===== src/rtl/mdu_pkg.sv =====
// Shared encodings for the iterative multiply/divide unit: op codes and FSM states.
package mdu_pkg;

    typedef enum logic [2:0] {
        OP_MULT  = 3'b000,
        OP_MULTU = 3'b001,
        OP_DIV   = 3'b010,
        OP_DIVU  = 3'b011,
        OP_MTHI  = 3'b100,
        OP_MTLO  = 3'b101
    } op_e;

    typedef enum logic [1:0] {
        S_IDLE,
        S_RUN,
        S_FIX
    } state_e;

endpackage


===== src/rtl/mdu_div_step.sv =====
// One bit of restoring division: shift the next dividend bit into the partial
// remainder, subtract the divisor if it fits, and shift the quotient bit in.
module mdu_div_step #(
    parameter int WIDTH = 32
) (
    input  logic [WIDTH-1:0] rem,
    input  logic [WIDTH-1:0] quo,
    input  logic [WIDTH-1:0] dvsr,
    output logic [WIDTH-1:0] rem_o,
    output logic [WIDTH-1:0] quo_o
);

    logic [WIDTH:0] rem_sh;
    logic [WIDTH:0] diff;
    logic           ge;

    // rem < dvsr holds, so the W+1-bit difference sign is a valid borrow
    assign rem_sh = {rem, quo[WIDTH-1]};
    assign diff   = rem_sh - {1'b0, dvsr};
    assign ge     = ~diff[WIDTH];
    assign rem_o  = ge ? diff[WIDTH-1:0] : rem_sh[WIDTH-1:0];
    assign quo_o  = {quo[WIDTH-2:0], ge};

endmodule


===== src/rtl/mdu_iter.sv =====
// Iterative HI/LO multiply/divide unit, one bit per cycle.
// Define MDU_SIGNED_EN to enable signed MULT/DIV via a one-cycle FIX sign correction.
module mdu_iter
    import mdu_pkg::*;
#(
    parameter int WIDTH = 32
) (
    input  logic             clk,
    input  logic             rst_n,
    input  logic             start,
    input  logic [2:0]       op,
    input  logic [WIDTH-1:0] op_a,
    input  logic [WIDTH-1:0] op_b,
    output logic             busy,
    output logic             done,
    output logic             dz,
    output logic [WIDTH-1:0] hi,
    output logic [WIDTH-1:0] lo
);

    localparam int CW = $clog2(WIDTH);

    state_e             state, state_nx;
    logic [CW-1:0]      cnt;
    logic               last;
    logic               is_div, sgn, neg_q, neg_r;
    logic [WIDTH-1:0]   acc, wlo, opb_r;

    logic               req_mdu, req_div, req_sgn, dz_req;
    logic [WIDTH-1:0]   a_mag, b_mag;
    logic [WIDTH:0]     sum;
    logic [WIDTH-1:0]   m_hi, m_lo, d_hi, d_lo, nx_hi, nx_lo;
    logic [2*WIDTH-1:0] prod_n;
    logic [WIDTH-1:0]   fx_hi, fx_lo;

    assign req_mdu = (op == OP_MULT) || (op == OP_MULTU) || (op == OP_DIV) || (op == OP_DIVU);
    assign req_div = (op == OP_DIV) || (op == OP_DIVU);
`ifdef MDU_SIGNED_EN
    assign req_sgn = (op == OP_MULT) || (op == OP_DIV);
`else
    assign req_sgn = 1'b0;
`endif
    assign dz_req = req_div && (op_b == '0);
    assign a_mag  = (req_sgn && op_a[WIDTH-1]) ? -op_a : op_a;
    assign b_mag  = (req_sgn && op_b[WIDTH-1]) ? -op_b : op_b;

    assign busy = (state != S_IDLE);
    assign last = (cnt == CW'(WIDTH - 1));

    // Shift-add: {acc, wlo} holds partial product above the remaining multiplier bits
    assign sum  = {1'b0, acc} + (wlo[0] ? {1'b0, opb_r} : '0);
    assign m_hi = sum[WIDTH:1];
    assign m_lo = {sum[0], wlo[WIDTH-1:1]};

    mdu_div_step #(.WIDTH(WIDTH)) u_step (
        .rem   (acc),
        .quo   (wlo),
        .dvsr  (opb_r),
        .rem_o (d_hi),
        .quo_o (d_lo)
    );

    assign nx_hi  = is_div ? d_hi : m_hi;
    assign nx_lo  = is_div ? d_lo : m_lo;

    assign prod_n = -{acc, wlo};
    assign fx_hi  = is_div ? (neg_r ? -acc : acc) : (neg_q ? prod_n[2*WIDTH-1:WIDTH] : acc);
    assign fx_lo  = is_div ? (neg_q ? -wlo : wlo) : (neg_q ? prod_n[WIDTH-1:0] : wlo);

    always_ff @(posedge clk or negedge rst_n) begin
        if (!rst_n) state <= S_IDLE;
        else        state <= state_nx;
    end

    always_comb begin
        state_nx = state;
        case (state)
            S_IDLE:  if (start && req_mdu && !dz_req) state_nx = S_RUN;
            S_RUN:   if (last) state_nx = sgn ? S_FIX : S_IDLE;
            S_FIX:   state_nx = S_IDLE;
            default: state_nx = S_IDLE;
        endcase
    end

    always_ff @(posedge clk or negedge rst_n) begin
        if (!rst_n) begin
            cnt    <= '0;
            is_div <= 1'b0;
            sgn    <= 1'b0;
            neg_q  <= 1'b0;
            neg_r  <= 1'b0;
            acc    <= '0;
            wlo    <= '0;
            opb_r  <= '0;
            done   <= 1'b0;
            dz     <= 1'b0;
            hi     <= '0;
            lo     <= '0;
        end else begin
            done <= 1'b0;
            case (state)
                S_IDLE: if (start) begin
                    case (op)
                        OP_MTHI: hi <= op_a;
                        OP_MTLO: lo <= op_a;
                        OP_MULT, OP_MULTU, OP_DIV, OP_DIVU: begin
                            if (dz_req) begin
                                hi   <= op_a;
                                lo   <= '1;
                                dz   <= 1'b1;
                                done <= 1'b1;
                            end else begin
                                acc    <= '0;
                                wlo    <= a_mag;
                                opb_r  <= b_mag;
                                cnt    <= '0;
                                is_div <= req_div;
                                sgn    <= req_sgn;
                                neg_q  <= req_sgn && (op_a[WIDTH-1] ^ op_b[WIDTH-1]);
                                neg_r  <= req_sgn && op_a[WIDTH-1];
                            end
                        end
                        default: ;
                    endcase
                end
                S_RUN: begin
                    acc <= nx_hi;
                    wlo <= nx_lo;
                    cnt <= cnt + 1'b1;
                    if (last && !sgn) begin
                        hi   <= nx_hi;
                        lo   <= nx_lo;
                        done <= 1'b1;
                        if (is_div) dz <= 1'b0;
                    end
                end
                S_FIX: begin
                    hi   <= fx_hi;
                    lo   <= fx_lo;
                    done <= 1'b1;
                    if (is_div) dz <= 1'b0;
                end
                default: ;
            endcase
        end
    end

endmodule


===== config.mk =====
export PLATFORM = sky130hd
export DESIGN_NAME = mdu_iter
export DESIGN_NICKNAME = d
export VERILOG_FILES = /design/src/rtl/mdu_pkg.sv /design/src/rtl/mdu_div_step.sv /design/src/rtl/mdu_iter.sv
export SDC_FILE = /design/constraint.sdc
export NUM_CORES = 1
export LEC_CHECK = 0
export CAP_MARGIN = 5
export CELL_PAD_IN_SITES_DETAIL_PLACEMENT = 2
export CELL_PAD_IN_SITES_GLOBAL_PLACEMENT = 2
export CORE_MARGIN = 1
export CORE_UTILIZATION = 35
export DETAILED_ROUTE_END_ITERATION = 7
export PLACE_DENSITY_LB_ADDON = 0.05
export SETUP_SLACK_MARGIN = 0.3
export SLEW_MARGIN = 20
export SYNTH_ARGS = -nofsm -noshare
export SYNTH_HDL_FRONTEND = slang
export SYNTH_SLANG_ARGS = --single-unit

===== constraint.sdc =====
create_clock -name clk -period 4.8 [get_ports clk]
set_clock_uncertainty 0.05 [all_clocks]
set_input_delay 0.48 -clock clk [delete_from_list [all_inputs] [get_ports clk]]
set_output_delay 0.48 -clock clk [all_outputs]
set_load 0.02 [all_outputs]

Yosys cells after proc, flatten, opt, wreduce, memory -nomap -nowiden:

Index checks and enable logic that the tools add are counted.

* register bits: 170
* word-level logic and storage cells: 93
* output and inout port bits: 67
* input port bits: 70

* equality and inequality tests: 17
* mux-type cells: 40
* bitwise operators: 2
* reduce and logical (&&, ||, !) cells: 21
* $add $sub $neg: 3

Operators with widths (count)
* 32-bit two-way mux: 16
* 32-bit case mux with 2 select lines: 4
* 32-bit case mux with 3 select lines: 2
* 32-bit by 32-bit adder with 33-bit output: 1
* 33-bit by 32-bit subtractor with 33-bit output: 1
* 32-bit logical NOT: 1
* 5-bit two-way mux: 3
* 5-bit AND reduction: 3
* 2-bit inequality test (second input constant): 5
* 5-bit case mux with 2 select lines: 1
* 1-bit two-way mux: 9
* 4-bit AND reduction: 2
* 3-bit by 2-bit equality test with 1-bit output (second input constant): 2
* 3-bit equality test (second input constant): 2
* 3-bit by 1-bit inequality test with 1-bit output (second input constant): 2
* 1-bit case mux with 3 select lines: 2
* 5-bit by 1-bit adder with 5-bit output (second input constant): 1
* 5-bit equality test (second input constant): 1
* 1-bit logical OR: 4
* 2-bit two-way mux: 2
* 2-bit case mux with 2 select lines: 1
* 2-bit nonzero test: 2
* 4-bit OR reduction: 1
* 3-bit by 1-bit equality test with 1-bit output (second input constant): 1
* other kinds (11): 14

Depth between registers and ports, before layout:

* word-level depth: 8
* depth in mapped cells: 15
* depth with buffers taken out: 13

Cells and area by module:

A second synthesis with hierarchy kept.

* cells, all modules: 1363
* area total of the unflattened synthesis: 12189.2 um^2

Modules (own cells, without submodules)
* mdu_iter: seq. area each 4229.1 um^2, area each 9590.4 um^2, times used 1, cells an instance 1026
* mdu_div_step: seq. area each 0.0 um^2, area each 2598.7 um^2, times used 1, cells an instance 337

Least setup slack after synthesis:

Ideal clock, no wire load.

* kind: reg2reg
* start: register wlo[0]
* end: register hi[23]
* data required time: 4624 ps
* path buffers: 1
* setup time: 126 ps
* setup slack: 1204 ps
* data arrival time: 3420 ps
* stages on the path, launching flop included: 15
* clock period less this slack: 3596 ps
* cells stage by stage: dfrtp_1 clkbuf_1 and2_1 ha_1 fa_1 a211oi_1 o21ai_0 a2111oi_0 o21ai_0 a211oi_1 o21ai_0 xor2_1 nor2_1 a21oi_1 a221o_1

* longest elaborated chain between the ends: 5

Ends and longest elaborated chain
* start, declared: RTL line mdu_iter.sv:27 `logic [WIDTH-1:0] acc, wlo, opb_r;`
* start signal, assigned: RTL line mdu_iter.sv:114 `wlo <= a_mag;`
* start signal, assigned: RTL line mdu_iter.sv:128 `wlo <= nx_lo;`
* 32-bit two-way mux: RTL line mdu_iter.sv:51 `assign sum = {1'b0, acc} + (wlo[0] ? {1'b0, opb_r} : '0);`
* 32-bit by 32-bit adder with 33-bit output: RTL line mdu_iter.sv:51
* 32-bit two-way mux: RTL line mdu_iter.sv:63 `assign nx_hi = is_div ? d_hi : m_hi;`
* 32-bit two-way mux: RTL line mdu_iter.sv:130 `if (last && !sgn) begin`
* 32-bit case mux with 3 select lines: RTL line mdu_iter.sv:101 `case (state)`
* end signal, assigned: RTL line mdu_iter.sv:104 `OP_MTHI: hi <= op_a;`
* end signal, assigned: RTL line mdu_iter.sv:108 `hi <= op_a;`
* end signal, assigned: RTL line mdu_iter.sv:131 `hi <= nx_hi;`
* end, declared: RTL line mdu_iter.sv:17 `output logic [WIDTH-1:0] hi,`

No other way between the ends. The select of a mux whose other input is x is not followed.
A chain may end at the register's enable or synchronous reset.

Worst setup path in the final report:

* start: register opb_r[0]
* end: register hi[23]

* longest elaborated chain between the ends: 5
* elaborated cells between the ends (all ways): 7
* those cells by class: add/sub: 2; mux: 5

Ends and longest elaborated chain
* start, declared: RTL line mdu_iter.sv:27
* start signal, assigned: RTL line mdu_iter.sv:115 `opb_r <= b_mag;`
* 33-bit by 32-bit subtractor with 33-bit output or 32-bit two-way mux (tied branches): RTL line mdu_div_step.sv:19, mdu_iter.sv:51
* 32-bit two-way mux or 32-bit by 32-bit adder with 33-bit output (tied branches): RTL line mdu_div_step.sv:21, mdu_iter.sv:51
* 32-bit two-way mux *: RTL line mdu_iter.sv:63
* 32-bit two-way mux *: RTL line mdu_iter.sv:130
* 32-bit case mux with 3 select lines *: RTL line mdu_iter.sv:101

Every way passes the cells marked *; elsewhere a longest branch is shown, timed or not. The select of a mux whose other input is x is not followed.

==> impl_results.md <==
- Vias: 10130
- # Max-Cap Violations: 0
- Bufs and invs on worst path: 0
- Max-slew violations: 0
- Starting DRC count in detailed routing: 470
- Clock-pin slew on the worst setup and hold paths: 0.07 ns
- Simple-Gate Fraction of Synth Area: 0.1447
- Layout cells sized above 1: 0.09321
- Synth top area cells: dfrtp_1, ha_1, mux2_2
- Highest Clock Rate: 238.9 MHz
- Register area share after synthesis: 0.3733
- Most common flop cell mapped by yosys: dfrtp_1
- Initial Util: 0.3572
- Final Hold Viols: 0
- First-pass GRT wire length: 65690 µm
- Critical Path Slowest Stage Cell: a2111oi_0
- RSZ-0062 raised after global routing: false
- Critical-path cell list: and2_1, ha_1, fa_1, a211oi_1, o21ai_0, a2111oi_0, o21ai_0, a211oi_1, o21ai_0, xor2_1, nor2_1, a21oi_1, a221o_1
- Combinational family with the most area after synthesis: compound AO/OA/AOI/OAI gates
- # diodes: 0
- Hold Path Class: input pin to async pin
- I/O pin count: 137
- Initial antenna violation count: 0
- Filler cells: 3471
- CP arrival: 4.48 ns
- Slew HR: 0.3285
- Antenna-violating nets left: 0
- CTS tree: done
- Clock buffers created by TritonCTS: 17
- Mux share of post-synthesis cell area: 0.09598
- Synthesis warning total: 0
- Req. time, crit path: 5.09 ns
- Cell family with most CP delay: compound AO/OA/AOI/OAI gates
- XOR/XNOR Fraction of Synth Area: 0.04396
- CP Launch Type: register
- Commonest cells in the netlist: dfrtp_1, nand2_1, a21oi_1, nor2_1, o21ai_0
- Post-CTS Resized: 0
- Setup violators final: 0
- Adder-Cell Fraction of Synth Area: 0.07643
- H-tree lvl count: 4
- Fin crit share: 0.8719
- Total setup buffers inserted after CTS: 0
- Clk sink count: 169
- Skew-Pair Late Insertion Delay: 0.46 ns
- Post-synth EDFFs: 0
- TritonRoute pass-1 iters: 5
- Yosys reg bits: 169
- Vias in the first global route: 11150
- Global route overflow: 0
- Outcome: finished clean
- Kind of critical path: register to register
- GPL Wtd Cong: 0.8576
- Syn_nets: 1392
- Share of the synthesized area in the top cell type: 0.3733
- Wire per inst: 23.80 µm
- Pin count of the biggest net entering global routing: 87
- CTS Root Cell: clkbuf_16
- Post-Syn Area: 11330 µm²
- Core area: 31720 µm²
- Most common cell in the netlist: dfrtp_1
- Final net count: 1509
- Fin area: 13840 µm²
- Asr flop ratio synth: 1.000
- Crit Path Max Fanout: 3
- Top cell type by total area after synthesis: dfrtp_1
- FP Rows: 65
- Post-synth cell types: 68
- Critical Path Most Common Cell: o21ai_0
- Die Y: 181.9 µm
- Crit. End Element: register
- Die area: 33090 µm²
- Synth Area per Inst: 9.034 µm²
- Dpl hpwl: 32170 µm
- Cell count after synthesis: 1254
- Slowest stage delay, CP: 0.59 ns
- Fin Setup TNS: 0 ns
- WL final: 42500 µm
- PortBufs: 136
- Slew @ Worst Pin: 1.007 ns
- R2R Setup Slk: 0.61 ns
- Tot GR Track Use: 0.2632
- Via/cell ratio: 5.670
- Longest Clk Path Bufs: 2
- Post-synthesis compound-gate area fraction: 0.2256
- Placed Instance Area: 13170 µm²
- DRC viols: 0
- Post-CTS Hold Buffers: 0
- Die X-Extent: 181.9 µm
- Crit path time final: 4.185 ns
- Area Overhead vs Synth: 22.18%
worst paths after layout:
path / from / end / depth (start not counted)
min in group clk: cnt[3] / cnt[3] / 1
setup reg to reg: opb_r[0] / hi[23] / 13
hold reg to reg: cnt[3] / cnt[3] / 1
hold / removal: rst_n / opb_r[27] / 1
setup / recovery: opb_r[0] / hi[23] / 13
max in group asynchronous: rst_n / acc[3] / 2
per-stage QoR:
stage          hold WS [ns]  setup WS, ns    util  instances
6_report            0.04657        0.6147  0.4364       1786
5_1_grt              0.1037        0.3498  0.4364       1786
4_1_cts             0.06914        0.6975  0.4364       1786
3_5_place_dp         0.4334        0.7134  0.4153       1754
3_3_place_gp         0.4117        0.7858  0.4153       1754
2_1_floorplan        0.1344         1.204       -       1254
cell families after synthesis:
kind of cell	Yosys count
AOI/OAI and AO/OA	387
xor gates and xnor gates	56
adders and majority gates	68
buffers and inverters	116
DFF	169
muxes	102
and+or+nand+nor	356
final cells by class:
cell class	count	area (µm²)	share of cell area
clock inverter	13	214.0	0.01546
tap	402	503.0	0.03634
timing repair buffer	160	1568	0.1133
clock buffer	19	452.9	0.03272
inverter	54	202.7	0.01464
multi-input combinational	969	6669	0.4818
sequential	169	4232	0.3057
flip-flops by register name, summed over array words and instances (netlist names):
name / flops
is_div: 1
cnt: 5
hi: 32
state: 1
acc: 32
lo: 32
opb_r: 32
done: 1
dz: 1
wlo: 32
layout by cell type (no fill, tap or decap), types with 6 or more instances in the layout:
| cell type | Yosys | final |
|---|---|---|
| o31ai_1 | 8 | 8 |
| nand3_1 | 17 | 17 |
| nor2_1 | 103 | 103 |
| nand4_1 | 9 | 9 |
| clkbuf_16 | 0 | 17 |
| a31o_2 | 6 | 6 |
| a31oi_1 | 10 | 10 |
| and3_1 | 9 | 9 |
| mux2i_1 | 49 | 49 |
| nor4_1 | 7 | 7 |
| xnor2_1 | 36 | 36 |
| and2_1 | 38 | 38 |
| o21bai_1 | 11 | 11 |
| ha_1 | 66 | 66 |
| nand2b_1 | 8 | 8 |
| o21ai_0 | 82 | 82 |
| o22a_1 | 18 | 18 |
| buf_4 | 0 | 22 |
| mux2_2 | 53 | 53 |
| a22o_1 | 6 | 6 |
| dfrtp_1 | 169 | 167 |
| a21o_1 | 30 | 30 |
| a211oi_1 | 20 | 20 |
| o211ai_1 | 7 | 7 |
| o21a_1 | 23 | 23 |
| nor3_1 | 12 | 12 |
| inv_1 | 54 | 53 |
| clkdlybuf4s50_1 | 0 | 135 |
| xor2_1 | 19 | 19 |
| a21oi_1 | 111 | 110 |
| a221oi_1 | 6 | 6 |
| nand2_1 | 129 | 129 |
routing by layer:
metal  routed length (µm)  share of wire  vias to the layer above  GRT usage
li1                     -              -                     4744          -
met1                18780           0.44                     5191     0.3225
met2                21860           0.51                      150     0.4765
met3                 1004          0.024                       41    0.03570
met4                  858          0.020                        0    0.08034
met5                    0              0                        -          0
Power is not shown: default switching activity piles up to over one toggle a cycle in this logic, so the estimate is an artifact.
